==> config.mk <==
export PLATFORM = sky130hd
export DESIGN_NAME = lsu_subword_flat
export DESIGN_NICKNAME = d
export VERILOG_FILES = /design/src/rtl/lsu_subword_if.sv /design/src/rtl/lsu_subword.sv /design/src/flat_wrapper.sv
export SDC_FILE = /design/constraint.sdc
export NUM_CORES = 1
export LEC_CHECK = 0
export CAP_MARGIN = 20
export CORE_ASPECT_RATIO = 0.9
export CORE_MARGIN = 2
export CORE_UTILIZATION = 28
export DETAILED_ROUTE_END_ITERATION = 12
export DONT_BUFFER_PORTS = 1
export GPL_ROUTABILITY_DRIVEN = 0
export GPL_TIMING_DRIVEN = 0
export RECOVER_POWER = 100
export SYNTH_ARGS = -nofsm -noshare
export SYNTH_HDL_FRONTEND = slang
export SYNTH_SLANG_ARGS = --single-unit
export TNS_END_PERCENT = 1
==> constraint.sdc <==
create_clock -name clk -period 3.33 [get_ports clk]
set_input_delay 0.666 -clock clk [delete_from_list [all_inputs] [get_ports clk]]
set_output_delay 0.666 -clock clk [all_outputs]
set_load 0.005 [all_outputs]
==> src/rtl/lsu_subword_if.sv <==
// CPU request/response and word-memory bus bundle for lsu_subword.
// master = CPU + data memory side, slave = lsu_subword.
interface lsu_subword_if;
    logic        req_valid;
    logic        req_ready;
    logic        req_we;
    logic [1:0]  req_size;
    logic        req_sign;
    logic [31:0] req_addr;
    logic [31:0] req_wdata;
    logic [31:0] req_pc;
    logic        resp_valid;
    logic [31:0] resp_rdata;
    logic        resp_err;
    logic [31:0] dm_addr;
    logic        dm_we;
    logic [31:0] dm_wdata;
    logic [31:0] dm_rdata;

    modport master (
        output req_valid, req_we, req_size, req_sign,
        output req_addr, req_wdata, req_pc, dm_rdata,
        input  req_ready, resp_valid, resp_rdata, resp_err,
        input  dm_addr, dm_we, dm_wdata
    );

    modport slave (
        input  req_valid, req_we, req_size, req_sign,
        input  req_addr, req_wdata, req_pc, dm_rdata,
        output req_ready, resp_valid, resp_rdata, resp_err,
        output dm_addr, dm_we, dm_wdata
    );
endinterface

==> src/rtl/lsu_subword.sv <==
// Sub-word load/store unit over a word-only data memory (RMW for sb/sh).
// Optional STORE_TRACE_EN macro prints every committed DM write.
module lsu_subword #(
    parameter bit TRAP_MISALIGNED = 1'b1
) (
    input logic         clk,
    input logic         reset,
    lsu_subword_if.slave bus
);
    localparam logic [2:0] IDLE = 3'd0;
    localparam logic [2:0] RD   = 3'd1;
    localparam logic [2:0] WR   = 3'd2;
    localparam logic [2:0] RESP = 3'd3;
    localparam logic [2:0] ERR  = 3'd4;

    logic [2:0]  state;
    logic        we_q;
    logic        sign_q;
    logic [1:0]  size_q;
    logic [31:0] addr_q;
    logic [31:0] wdata_q;
    logic [31:0] pc_q;
    logic [31:0] rbuf;

    logic        accept;
    logic        in_word;
    logic        in_half;
    logic        misal;
    logic [31:0] addr_al;
    logic        q_byte;
    logic        q_half;
    logic [7:0]  lane8;
    logic [15:0] lane16;
    logic [31:0] merged;
    logic [31:0] ext;

    assign accept  = bus.req_valid && (state == IDLE);
    assign in_word = bus.req_size[1];
    assign in_half = (bus.req_size == 2'b01);
    assign misal   = (in_half && bus.req_addr[0]) ||
                     (in_word && (bus.req_addr[1:0] != 2'b00));

    // Natural alignment of the incoming address (used when not trapping)
    always_comb begin
        addr_al = bus.req_addr;
        if (in_half) addr_al[0] = 1'b0;
        if (in_word) addr_al[1:0] = 2'b00;
    end

    // Request latch, read buffer and control FSM
    always_ff @(posedge clk or negedge reset) begin
        if (!reset) begin
            state   <= IDLE;
            we_q    <= 1'b0;
            sign_q  <= 1'b0;
            size_q  <= 2'b00;
            addr_q  <= 32'd0;
            wdata_q <= 32'd0;
            pc_q    <= 32'd0;
            rbuf    <= 32'd0;
        end else begin
            case (state)
                IDLE: begin
                    if (accept) begin
                        we_q    <= bus.req_we;
                        sign_q  <= bus.req_sign;
                        size_q  <= bus.req_size;
                        addr_q  <= addr_al;
                        wdata_q <= bus.req_wdata;
                        pc_q    <= bus.req_pc;
                        if (misal && TRAP_MISALIGNED)
                            state <= ERR;
                        else if (bus.req_we && in_word)
                            state <= WR;
                        else
                            state <= RD;
                    end
                end
                RD: begin
                    rbuf  <= bus.dm_rdata;
                    state <= we_q ? WR : RESP;
                end
                WR:      state <= RESP;
                RESP:    state <= IDLE;
                ERR:     state <= IDLE;
                default: state <= IDLE;
            endcase
        end
    end

    assign q_byte = (size_q == 2'b00);
    assign q_half = (size_q == 2'b01);
    assign lane8  = rbuf[{addr_q[1:0], 3'b000} +: 8];
    assign lane16 = rbuf[{addr_q[1], 4'b0000} +: 16];

    // Store word: target lane of rbuf replaced, or the full store word
    always_comb begin
        merged = rbuf;
        unique case (1'b1)
            q_byte:  merged[{addr_q[1:0], 3'b000} +: 8] = wdata_q[7:0];
            q_half:  merged[{addr_q[1], 4'b0000} +: 16] = wdata_q[15:0];
            default: merged = wdata_q;
        endcase
    end

    // Load data: lane extraction with sign or zero extension
    always_comb begin
        ext = rbuf;
        unique case (1'b1)
            q_byte:  ext = {{24{sign_q & lane8[7]}}, lane8};
            q_half:  ext = {{16{sign_q & lane16[15]}}, lane16};
            default: ext = rbuf;
        endcase
    end

    assign bus.req_ready  = (state == IDLE);
    assign bus.dm_addr    = {addr_q[31:2], 2'b00};
    assign bus.dm_we      = (state == WR);
    assign bus.dm_wdata   = (state == WR) ? merged : 32'd0;
    assign bus.resp_valid = (state == RESP) || (state == ERR);
    assign bus.resp_err   = (state == ERR);
    assign bus.resp_rdata = (state == RESP && !we_q) ? ext : 32'd0;

`ifdef STORE_TRACE_EN
    // Trace each committed DM write with the full merged word
    always @(posedge clk) begin
        if (reset && state == WR)
            $display("@%h: *%h <= %h", pc_q, bus.dm_addr, bus.dm_wdata);
    end
`endif
endmodule

==> src/flat_wrapper.sv <==
// flat-port wrapper written by rule: the top's interface ports become plain ports
module lsu_subword_flat 
#(
    parameter bit TRAP_MISALIGNED = 1'b1
)
  (clk, reset, bus_req_valid, bus_req_we, bus_req_size, bus_req_sign, bus_req_addr, bus_req_wdata, bus_req_pc, bus_dm_rdata, bus_req_ready, bus_resp_valid, bus_resp_rdata, bus_resp_err, bus_dm_addr, bus_dm_we, bus_dm_wdata);
  lsu_subword_if bus_i ();
  input logic clk;
  input logic reset;
  input wire logic [$bits(bus_i.req_valid)-1:0] bus_req_valid;
  input wire logic [$bits(bus_i.req_we)-1:0] bus_req_we;
  input wire logic [$bits(bus_i.req_size)-1:0] bus_req_size;
  input wire logic [$bits(bus_i.req_sign)-1:0] bus_req_sign;
  input wire logic [$bits(bus_i.req_addr)-1:0] bus_req_addr;
  input wire logic [$bits(bus_i.req_wdata)-1:0] bus_req_wdata;
  input wire logic [$bits(bus_i.req_pc)-1:0] bus_req_pc;
  input wire logic [$bits(bus_i.dm_rdata)-1:0] bus_dm_rdata;
  output wire logic [$bits(bus_i.req_ready)-1:0] bus_req_ready;
  output wire logic [$bits(bus_i.resp_valid)-1:0] bus_resp_valid;
  output wire logic [$bits(bus_i.resp_rdata)-1:0] bus_resp_rdata;
  output wire logic [$bits(bus_i.resp_err)-1:0] bus_resp_err;
  output wire logic [$bits(bus_i.dm_addr)-1:0] bus_dm_addr;
  output wire logic [$bits(bus_i.dm_we)-1:0] bus_dm_we;
  output wire logic [$bits(bus_i.dm_wdata)-1:0] bus_dm_wdata;
  assign bus_i.req_valid = bus_req_valid;
  assign bus_i.req_we = bus_req_we;
  assign bus_i.req_size = bus_req_size;
  assign bus_i.req_sign = bus_req_sign;
  assign bus_i.req_addr = bus_req_addr;
  assign bus_i.req_wdata = bus_req_wdata;
  assign bus_i.req_pc = bus_req_pc;
  assign bus_i.dm_rdata = bus_dm_rdata;
  assign bus_req_ready = bus_i.req_ready;
  assign bus_resp_valid = bus_i.resp_valid;
  assign bus_resp_rdata = bus_i.resp_rdata;
  assign bus_resp_err = bus_i.resp_err;
  assign bus_dm_addr = bus_i.dm_addr;
  assign bus_dm_we = bus_i.dm_we;
  assign bus_dm_wdata = bus_i.dm_wdata;
  lsu_subword #(.TRAP_MISALIGNED(TRAP_MISALIGNED)) u_core (.clk(clk), .reset(reset), .bus(bus_i));
endmodule
==> results of run 1 <==
==> timing repair <==
action	CTS	global route
buffers inserted	3	0
gates resized for setup	12	8
pin swaps	0	1
endpoints found under the hold margin	103	0
hold buffers	1	0
endpoints found under the setup margin	32	27
==> power groups by stage <==
stage                     Combinational (mW)  Clock, mW  Sequential [mW]
after floorplan                         3.10          0             2.33
after global placement                  3.81          0             2.69
after CTS                               3.96       1.12             2.69
final                                   3.93       1.07             2.72
after detailed placement                3.87          0             2.71
after global routing                    4.28       1.15             2.80
==> metrics by stage <==
step	area [um2]	util
floorplan	6270	-
global placement	6640	0.304
detailed placement	6640	0.304
CTS	6990	0.320
global route	6940	0.318
finish	6950	0.319
==> synthesized netlist by cell type (9+ instances only) <==
master | n | area (um2)
dfrtp_1 | 103 | 2580
mux2_2 | 91 | 1020
nand2_1 | 47 | 176
buf_4 | 41 | 308
o21ai_0 | 35 | 175
nor2_1 | 31 | 116
a21oi_1 | 25 | 125
a21o_1 | 17 | 128
a222oi_1 | 16 | 160
a22o_1 | 16 | 140
buf_2 | 16 | 80.1
clkbuf_1 | 14 | 52.6
inv_1 | 11 | 41.3
mux2i_1 | 11 | 110
a211oi_1 | 10 | 75.1
o22ai_1 | 10 | 62.6
o221ai_1 | 9 | 78.8
==> critical path, stage by stage (launching register included) <==
cell and delay (ns):
dfrtp_2 0.44, buf_6 0.19, clkinvlp_4 0.14, ha_1 0.35, nor2b_1 0.17, and4_2 0.38, a222oi_1 0.12, a21oi_1 0.39
==> worst max-delay path by stage <==
stage,from,endpoint,slack (ns),depth (start not counted)
4_1_cts,u_core.addr_q[1],bus_dm_wdata[7],0.005,7
3_5_place_dp,u_core.addr_q[1],bus_dm_wdata[8],-0.24,9
3_3_place_gp,u_core.addr_q[1],bus_dm_wdata[8],-0.22,9
5_1_grt,u_core.addr_q[1],bus_dm_wdata[22],0.02,7
6_report,u_core.addr_q[1],bus_dm_wdata[10],0.12,7
2_1_floorplan,u_core.addr_q[1],bus_dm_wdata[10],0.45,9
==> state kept, by name, indices dropped and copies added, names as in the netlist <==
register,cells
u_core.addr_q,32
u_core.rbuf,32
u_core.sign_q,1
u_core.size_q,2
u_core.state,3
u_core.wdata_q,32
u_core.we_q,1
==> layer usage <==
metal  GRT usage  vias to the layer above  wire [um]
met5           0                        -         56
met4      0.0558                       10        579
met3      0.0835                       39       2640
met2       0.277                      291       9590
met1       0.232                     2470       8800
li1            -                     2191          -
==> cell families (layout without fill, tap and decap cells) <==
family                   after synthesis  count (layout)  synth area share
flip-flops                           103             103             0.411
AO/OA/AOI/OAI                        163             163             0.187
buffers and inverters                 90             107            0.0878
multiplexers                         116             116             0.219
AND/OR/NAND/NOR                      108             108            0.0846
adder cells (fa/ha/maj)                5               5           0.00998
other                                  1               6          0.000598
==> cell type report <==
type | instances | share of cell area
Antenna cell | 4 | 0.00144
Buffer | 74 | 0.0671
Clock buffer | 10 | 0.0344
Clock inverter | 6 | 0.00720
Inverter | 13 | 0.00828
Multi-Input combinational cell | 394 | 0.454
Sequential cell | 103 | 0.371
Tap cell | 291 | 0.0524
Timing Repair Buffer | 4 | 0.00396
==> flow_summary.json, run 1 <==
{
  "die_x_um": 162,
  "synth_area_um2": 6270,
  "mostFrequentLayoutCells": "dfrtp_1, mux2_2, nand2_1",
  "hold_slack_ns": 0.422,
  "tritoncts": "done",
  "synth_cell_types": 48,
  "rows": 51,
  "cts_buffer_depth": 2,
  "seqPwrFrac": 0.352,
  "power.density_nw_per_um2": 1110,
  "track_usage": 0.182,
  "antenna_found_initial": 9,
  "grt_max_degree": 104,
  "synth_ff_type": "dfrtp_1",
  "fill_cells": 2275,
  "ant_nets": 0,
  "r2r-start": "u_core.state[0]",
  "synthArstFlopShare": 1.00,
  "status": "complete, but fails checks",
  "chipHeight_um": 146,
  "first_iter_violations": 584,
  "clkSinkCount": 103,
  "wirelength_um": 21700,
  "insertion_delay_ns": 0.37,
  "finalNetCount": 739,
  "cts_root_buf": "clkbuf_16",
  "fin_cells": 899,
  "fmax_ghz": 0.311,
  "rsz0062_at_grt": "false",
  "pre_cts_ws_ns": -0.240,
  "hold_path_end": "u_core.rbuf[11]",
  "drive_gt1_frac": 0.313,
  "skew_ns": 0.0115,
  "grt_pass1_vias": 4789,
  "fin_setup_tns_ns": 0,
  "synth_edf_count": 0,
  "final_common_cell": "dfrtp_1",
  "pwr-share-comb": 0.509,
  "total_power_mw": 7.72,
  "vias_per_cell": 5.56,
  "core-area_um2": 21800,
  "intPower_mw": 4.27,
  "worstMarginPinSlew_ns": 2.34,
  "fin_crit_ns": 3.21,
  "crit_path_start_kind": "flip-flop",
  "switching_share": 0.447,
  "finalWorstSetupSlack_ns": 0.116,
  "seq_area_frac_synth": 0.411,
  "yosysWarnings": 0,
  "netlist_instances": 586,
  "min_from": "bus_dm_rdata[11]",
  "clkSlewWorstSetupHoldPaths_ns": 0.08,
  "gr-total-overflow": 0,
  "ios": 235,
  "violations": "capacitance limit, slew limit",
  "r2r_slack_ns": 0.50,
  "clockPowerShare": 0.139,
  "holdPathStages": 2,
  "relSlewSlack": -0.563,
  "dp_hpwl_um": 16400,
  "vias": 5001,
  "multi_input_area_um2": 3160,
  "dp_cells": 878,
  "cts_buffers": 9,
  "ys_seq_elements": 103,
  "crit_path_end_kind": "output port",
  "final_hold_viol_count": 0,
  "ff2ff_path_depth": 5,
  "min_path_type": "in -> reg",
  "areaGrowthSynthToFinish_pct": 10.9,
  "p_sw_mw": 3.45,
  "vdd_drop_max_mv": 0.362,
  "slew_violations": 104,
  "crit_type": "reg -> out",
  "setup_viol": 0,
  "syn_avg_cell_area_um2": 10.7,
  "crit_required_ns": 2.66,
  "io_buffers": 0,
  "wire_per_inst_um": 24.1,
  "seq_area_um2": 2580,
  "period_share": 0.965,
  "dr.pass1.iters": 9,
  "die-area_um2": 23600,
  "start_util": 0.287,
  "arrival_ns": 2.55,
  "h-tree-depth": 3,
  "grt_pass1_wl_um": 31900,
  "leakagePower_nw": 2.80,
  "drcViolationCount": 0,
  "worstPathMaxFanout": 10,
  "r2r-end": "u_core.addr_q[2]",
  "drv_cap": 2
}
(Power assumes the default switching activity.)
==> run 2: changes to the inputs <==
--- a/config.mk
+++ b/config.mk
@@ -5,12 +5,12 @@
 export SDC_FILE = /design/constraint.sdc
 export NUM_CORES = 1
 export LEC_CHECK = 0
+export ABC_AREA = 1
 export CAP_MARGIN = 20
 export CORE_ASPECT_RATIO = 0.9
 export CORE_MARGIN = 2
 export CORE_UTILIZATION = 28
 export DETAILED_ROUTE_END_ITERATION = 12
-export DONT_BUFFER_PORTS = 1
 export GPL_ROUTABILITY_DRIVEN = 0
 export GPL_TIMING_DRIVEN = 0
 export RECOVER_POWER = 100
==> run 2 against run 1 <==
Compared with the run above: final cell count grew 64%; synthesized cell count increased by 62%; synthesized area is 4.8% higher; sequential share of layout area is 9.6 points lower; largest cell class unchanged; final area grew 35%; the flow still finishes with violations (capacitance limit, slew limit).
==> flow_summary.json, run 2 <==
{
  "start_util": 0.283,
  "fill_cells": 2431,
  "crit_path_end_kind": "output port",
  "clkSlewWorstSetupHoldPaths_ns": 0.08,
  "status": "complete, but fails checks",
  "fmax_ghz": 0.306,
  "min_path_type": "reg -> reg",
  "dr.pass1.iters": 6,
  "synthArstFlopShare": 1.00,
  "yosysTopAreaCellShare": 0.392,
  "die-area_um2": 24700,
  "seq_area_um2": 2580,
  "fin_util": 0.405,
  "die_x_um": 165,
  "io_buffers": 200,
  "vias_per_cell": 4.78,
  "tritoncts": "done",
  "grt_max_degree": 64,
  "multi_input_area_um2": 3240,
  "wire_per_inst_um": 17.2,
  "synthTopCellsByCount": "nand2_1, a21oi_1, nor2_1",
  "areaGrowthSynthToFinish_pct": 43.0,
  "dp_hpwl_um": 19500,
  "r2r_slack_ns": 1.03,
  "cts_root_buf": "clkbuf_16",
  "final_hold_viol_count": 0,
  "first_iter_violations": 599,
  "synth_area_um2": 6570,
  "cts_buffer_depth": 2,
  "rsz0062_at_grt": "true",
  "skew_ns": 0.00865,
  "drcViolationCount": 0,
  "intPower_mw": 4.47,
  "r2r-start": "u_core.state[1]",
  "switching_share": 0.468,
  "crit_type": "reg -> out",
  "finalNetCount": 1309,
  "synth_ff_type": "dfrtp_1",
  "grt_pass1_wl_um": 38300,
  "slowest_stage": "clkdlybuf4s50_1",
  "antenna_found_initial": 1,
  "cts_buffers": 9,
  "fin_crit_ns": 3.26,
  "leakagePower_nw": 4.45,
  "core-area_um2": 23200,
  "crit_required_ns": 2.66,
  "yosysWarnings": 0,
  "worstPathMaxFanout": 19,
  "total_power_mw": 8.39,
  "seqPwrFrac": 0.292,
  "crit_start": "u_core.addr_q[1]",
  "power.density_nw_per_um2": 894,
  "track_usage": 0.205,
  "top_regs": "u_core.addr_q: 32 flops, u_core.rbuf: 32 flops, u_core.wdata_q: 32 flops",
  "mostFrequentLayoutCells": "nand2_1, clkdlybuf4s50_1, nor2_1",
  "relSlewSlack": -0.649,
  "rows": 53,
  "synth.most_common_cell": "nand2_1",
  "antenna_cells": 0,
  "synth_cell_types": 34,
  "h-tree-depth": 3,
  "cp_cell_sequence": "buf_6, inv_8, ha_1, clkbuf_8, inv_4, nand3_4, o21ai_1, nor3b_2, clkdlybuf4s50_1",
  "clkSinkCount": 103,
  "drive_gt1_frac": 0.114,
  "ys_seq_elements": 103,
  "period_share": 0.980,
  "insertion_delay_ns": 0.37,
  "cts_hold_buf": 0,
  "drv_cap": 1,
  "pwr-share-comb": 0.571,
  "ant_nets": 0,
  "synth_area_leaders": "dfrtp_1, nand2_1, a21oi_1",
  "p_sw_mw": 3.93,
  "crit_path_start_kind": "flip-flop",
  "arrival_ns": 2.60,
  "netlist_instances": 950,
  "chipHeight_um": 149,
  "wirelength_um": 25400,
  "vdd_drop_max_mv": 0.366,
  "seq_area_frac_synth": 0.392,
  "vias": 7052,
  "grt_pass1_vias": 6681,
  "min_from": "u_core.addr_q[7]",
  "final_common_cell": "nand2_1",
  "clockPowerShare": 0.137,
  "violations": "capacitance limit, slew limit",
  "ios": 235,
  "gr-total-overflow": 0,
  "synth_top_cell_by_area": "dfrtp_1",
  "worstMarginPinSlew_ns": 2.47,
  "max_stage_delay_ns": 0.53,
  "slew_violations": 41,
  "setup_viol": 0,
  "syn_avg_cell_area_um2": 6.92,
  "synth_edf_count": 0
}
-- run 2: changes by cell type in the layout (fill, tap and decap cells not counted), moves of 60 or more --
cell / previous run / this run
nand2_1: 47 / 301
clkdlybuf4s50_1: 0 / 154
mux2_2: 91 / 10
a21oi_1: 24 / 102
nor2_1: 30 / 108
o21ai_0: 31 / 91
-- run 2: cells by family after synthesis --
kind of cell / count (synthesis) / share of synthesized area
other: 1 / 0.000571
adders and majority gates: 5 / 0.00952
muxes: 10 / 0.0171
AOI/OAI and AO/OA: 225 / 0.177
DFF: 103 / 0.392
buffers and inverters: 152 / 0.125
and+or+nand+nor: 454 / 0.279
-- run 2: worst paths after layout --
check / endpoint / cells past startpoint
hold reg to reg: u_core.addr_q[7] / 2
setup / recovery: bus_dm_wdata[5] / 9
max in group asynchronous: u_core.addr_q[31] / 1
hold / removal: u_core.addr_q[7] / 2
min in group asynchronous: u_core.addr_q[14] / 1
setup reg to reg: u_core.wdata_q[25] / 9
-- run 2: cell type report --
type	count	share of cell area
clock buffer	9	0.0240
tap	302	0.0402
timing repair inverter	1	0.000799
multi-input combinational	696	0.344
buffer	87	0.0563
sequential	103	0.275
clock inverter	7	0.00919
inverter	63	0.0266
timing repair buffer	208	0.224
-- run 2: repair_timing --
| item | 4_1_cts | 5_1_grt |
|---|---|---|
| gates resized for setup | 19 | 22 |
| cloned | 1 | 0 |
| setup endpoints to repair | 34 | 34 |
| buffers inserted | 0 | 7 |
| pin swaps | 0 | 3 |
-- run 2: power by group through the flow --
stage / registers (mW) / logic (mW) / clock network [mW]
3_3_place_gp: 2.44 / 4.66 / 0
6_report: 2.45 / 4.80 / 1.15
2_1_floorplan: 2.20 / 2.91 / 0
5_1_grt: 2.51 / 5.30 / 1.23
4_1_cts: 2.43 / 4.84 / 1.18
3_5_place_dp: 2.44 / 4.71 / 0
-- run 2: layer usage --
metal  wire length [um]  GRT usage  part of all wire
met5                 13          0           0.00051
met2              11200      0.321              0.44
met1              10600      0.270              0.42
met3               2960     0.0703              0.12
met4                652     0.0586             0.026
-- run 2: through the flow --
stage               setup WS (ns)  TNS, ns  cell area [um2]  hold slack [ns]  cells
CTS                       -0.0156  -0.0156             9350            0.323   1469
floorplan                   0.796        0             6580            0.370    951
global placement            -2.70  -277.84             8950            0.464   1453
global route              -0.0439   -0.108             9390            0.505   1476
detailed placement         -0.252    -1.31             8980            0.466   1454
finish                     0.0671        0             9390            0.482   1476
-- run 2: critical path, delay by kind of cell, from the launching register on --
kind	cells	cell delay, ns
simple gates	2	0.33
buf+inv	5	1.08
flops	1	0.41
fa+ha+maj	1	0.26
compound gates	1	0.15
==> run 3: changes to the inputs <==
--- a/config.mk
+++ b/config.mk
@@ -10,10 +10,12 @@
 export CORE_ASPECT_RATIO = 0.9
 export CORE_MARGIN = 2
 export CORE_UTILIZATION = 28
+export CTS_CLUSTER_SIZE = 10
 export DETAILED_ROUTE_END_ITERATION = 12
 export GPL_ROUTABILITY_DRIVEN = 0
 export GPL_TIMING_DRIVEN = 0
 export RECOVER_POWER = 100
+export SETUP_SLACK_MARGIN = 0.02
 export SYNTH_ARGS = -nofsm -noshare
 export SYNTH_HDL_FRONTEND = slang
 export SYNTH_SLANG_ARGS = --single-unit
==> run 3 against run 2 <==
Compared with the run above: die area is the same; wire length grew 0.16%; the run still ends with capacitance limit, slew limit left; power grew 0.55%; critical path type unchanged; critical path depth grew 1; register-to-register slack is essentially flat; largest power group unchanged.
==> flow_summary.json, run 3 (synthesis results as in run 2) <==
{
  "drive_gt1_frac": 0.119,
  "gr-total-overflow": 0,
  "cts_buffers": 9,
  "drt-met1-wl_um": 10700,
  "finalNetCount": 1305,
  "fin_util": 0.405,
  "cts_hold_buf": 0,
  "dp_hpwl_um": 19500,
  "insertion_delay_ns": 0.37,
  "final_hold_viol_count": 0,
  "skew_ns": 0.00930,
  "slew_violations": 41,
  "grt_max_degree": 64,
  "vdd_drop_max_mv": 0.367,
  "dr.pass1.iters": 5,
  "antenna_found_initial": 1,
  "core-area_um2": 23200,
  "grt_pass1_vias": 6741,
  "route.met2.wl_um": 11100,
  "first_iter_violations": 558,
  "vias_per_cell": 4.79,
  "arrival_ns": 2.60,
  "setup_viol": 0,
  "drcViolationCount": 0,
  "crit_path_end_kind": "output port",
  "mostFrequentLayoutCells": "nand2_1, clkdlybuf4s50_1, nor2_1",
  "die_x_um": 165,
  "fmax_ghz": 0.306,
  "die-area_um2": 24700,
  "cts_root_buf": "clkbuf_16",
  "chipHeight_um": 149,
  "ant_nets": 0,
  "rows": 53,
  "leakagePower_nw": 4.46,
  "relSlewSlack": -0.654,
  "min_path_type": "reg -> reg",
  "crit_path_start_kind": "flip-flop",
  "antenna_cells": 0,
  "fin_setup_tns_ns": 0,
  "areaGrowthSynthToFinish_pct": 43.0,
  "cts_buffer_depth": 2,
  "vias": 7056,
  "final_common_cell": "nand2_1",
  "wire_per_inst_um": 17.3,
  "crit_required_ns": 2.66,
  "dp_cells": 1454,
  "start_util": 0.283,
  "wirelength_um": 25400,
  "fin_cells": 1472,
  "track_usage": 0.206,
  "highest_layer": "met5",
  "drv_cap": 1,
  "crit_type": "reg -> out",
  "worstPathMaxFanout": 12,
  "violations": "capacitance limit, slew limit",
  "clkSlewWorstSetupHoldPaths_ns": 0.08,
  "power.density_nw_per_um2": 898,
  "ios": 235,
  "status": "complete, but fails checks",
  "grt_pass1_wl_um": 38500,
  "io_buffers": 200,
  "period_share": 0.982,
  "h-tree-depth": 3,
  "worstMarginPinSlew_ns": 2.48,
  "rsz0062_at_grt": "true",
  "tritoncts": "done",
  "clkSinkCount": 103,
  "fin_crit_ns": 3.27,
  "wl_met3_um": 2860,
  "top_regs": "u_core.addr_q: 32 flops, u_core.rbuf: 32 flops, u_core.wdata_q: 32 flops"
}
## run 3: through the flow
step / hold slack [ns] / power, mW / area [um2] / setup slack, ns
5_1_grt: 0.505 / 9.08 / 9400 / -0.0517
4_1_cts: 0.323 / 8.46 / 9380 / -0.105
6_report: 0.482 / 8.44 / 9400 / 0.0602
3_3_place_gp: 0.464 / 7.10 / 8950 / -2.70
2_1_floorplan: 0.370 / 5.10 / 6580 / 0.796
3_5_place_dp: 0.466 / 7.15 / 8980 / -0.252
## run 3: critical path, stage by stage (launching register included)
cell	delay [ns]
dfrtp_1	0.40
buf_6	0.17
inv_6	0.07
buf_12	0.15
ha_1	0.30
buf_8	0.15
inv_6	0.06
o21ai_1	0.15
nand2_1	0.08
a21oi_2	0.17
clkdlybuf4s50_1	0.54
## run 3: final cells by class
cell class,instances,area [um2]
fillers,2438,13800
multi-input cells,696,3280
plain buffers,88,551
flip-flops and latches,103,2580
repair buffers,203,2040
clock buffers,9,225
repair inverters,1,7.51
clock inverters,7,86.3
well taps,302,378
inverters,63,249
## run 3: path summary, 6_finish.rpt
check | depth (start not counted) | slack (ns) | endpoint | from
min reg2reg | 2 | 0.48 | u_core.addr_q[7] | u_core.addr_q[7]
max in group asynchronous | 1 | 0.85 | u_core.addr_q[31] | reset
min | 2 | 0.48 | u_core.addr_q[7] | u_core.addr_q[7]
max | 10 | 0.06 | bus_dm_wdata[13] | u_core.addr_q[1]
max reg2reg | 9 | 1.03 | u_core.wdata_q[25] | u_core.state[1]
min in group asynchronous | 1 | 1.06 | u_core.addr_q[14] | reset
## run 3: what timing repair did
action / 4_1_cts / 5_1_grt
endpoints found under the setup margin: 35 / 23
pin swaps: 5 / 3
buffers inserted: 0 / 2
cloned: 1 / 0
gates resized for setup: 45 / 34
## run 3: layer usage
| layer | vias to the layer above | global-route usage |
|---|---|---|
| met3 | 53 | 0.0698 |
| met2 | 374 | 0.319 |
| met5 | - | 0 |
| li1 | 3453 | - |
| met1 | 3174 | 0.271 |
| met4 | 2 | 0.0659 |
## run 3: where the power goes
part	switching, mW	internal, mW
Combinational	2.83	2.01
Sequential	0.598	1.85
Clock	0.548	0.602
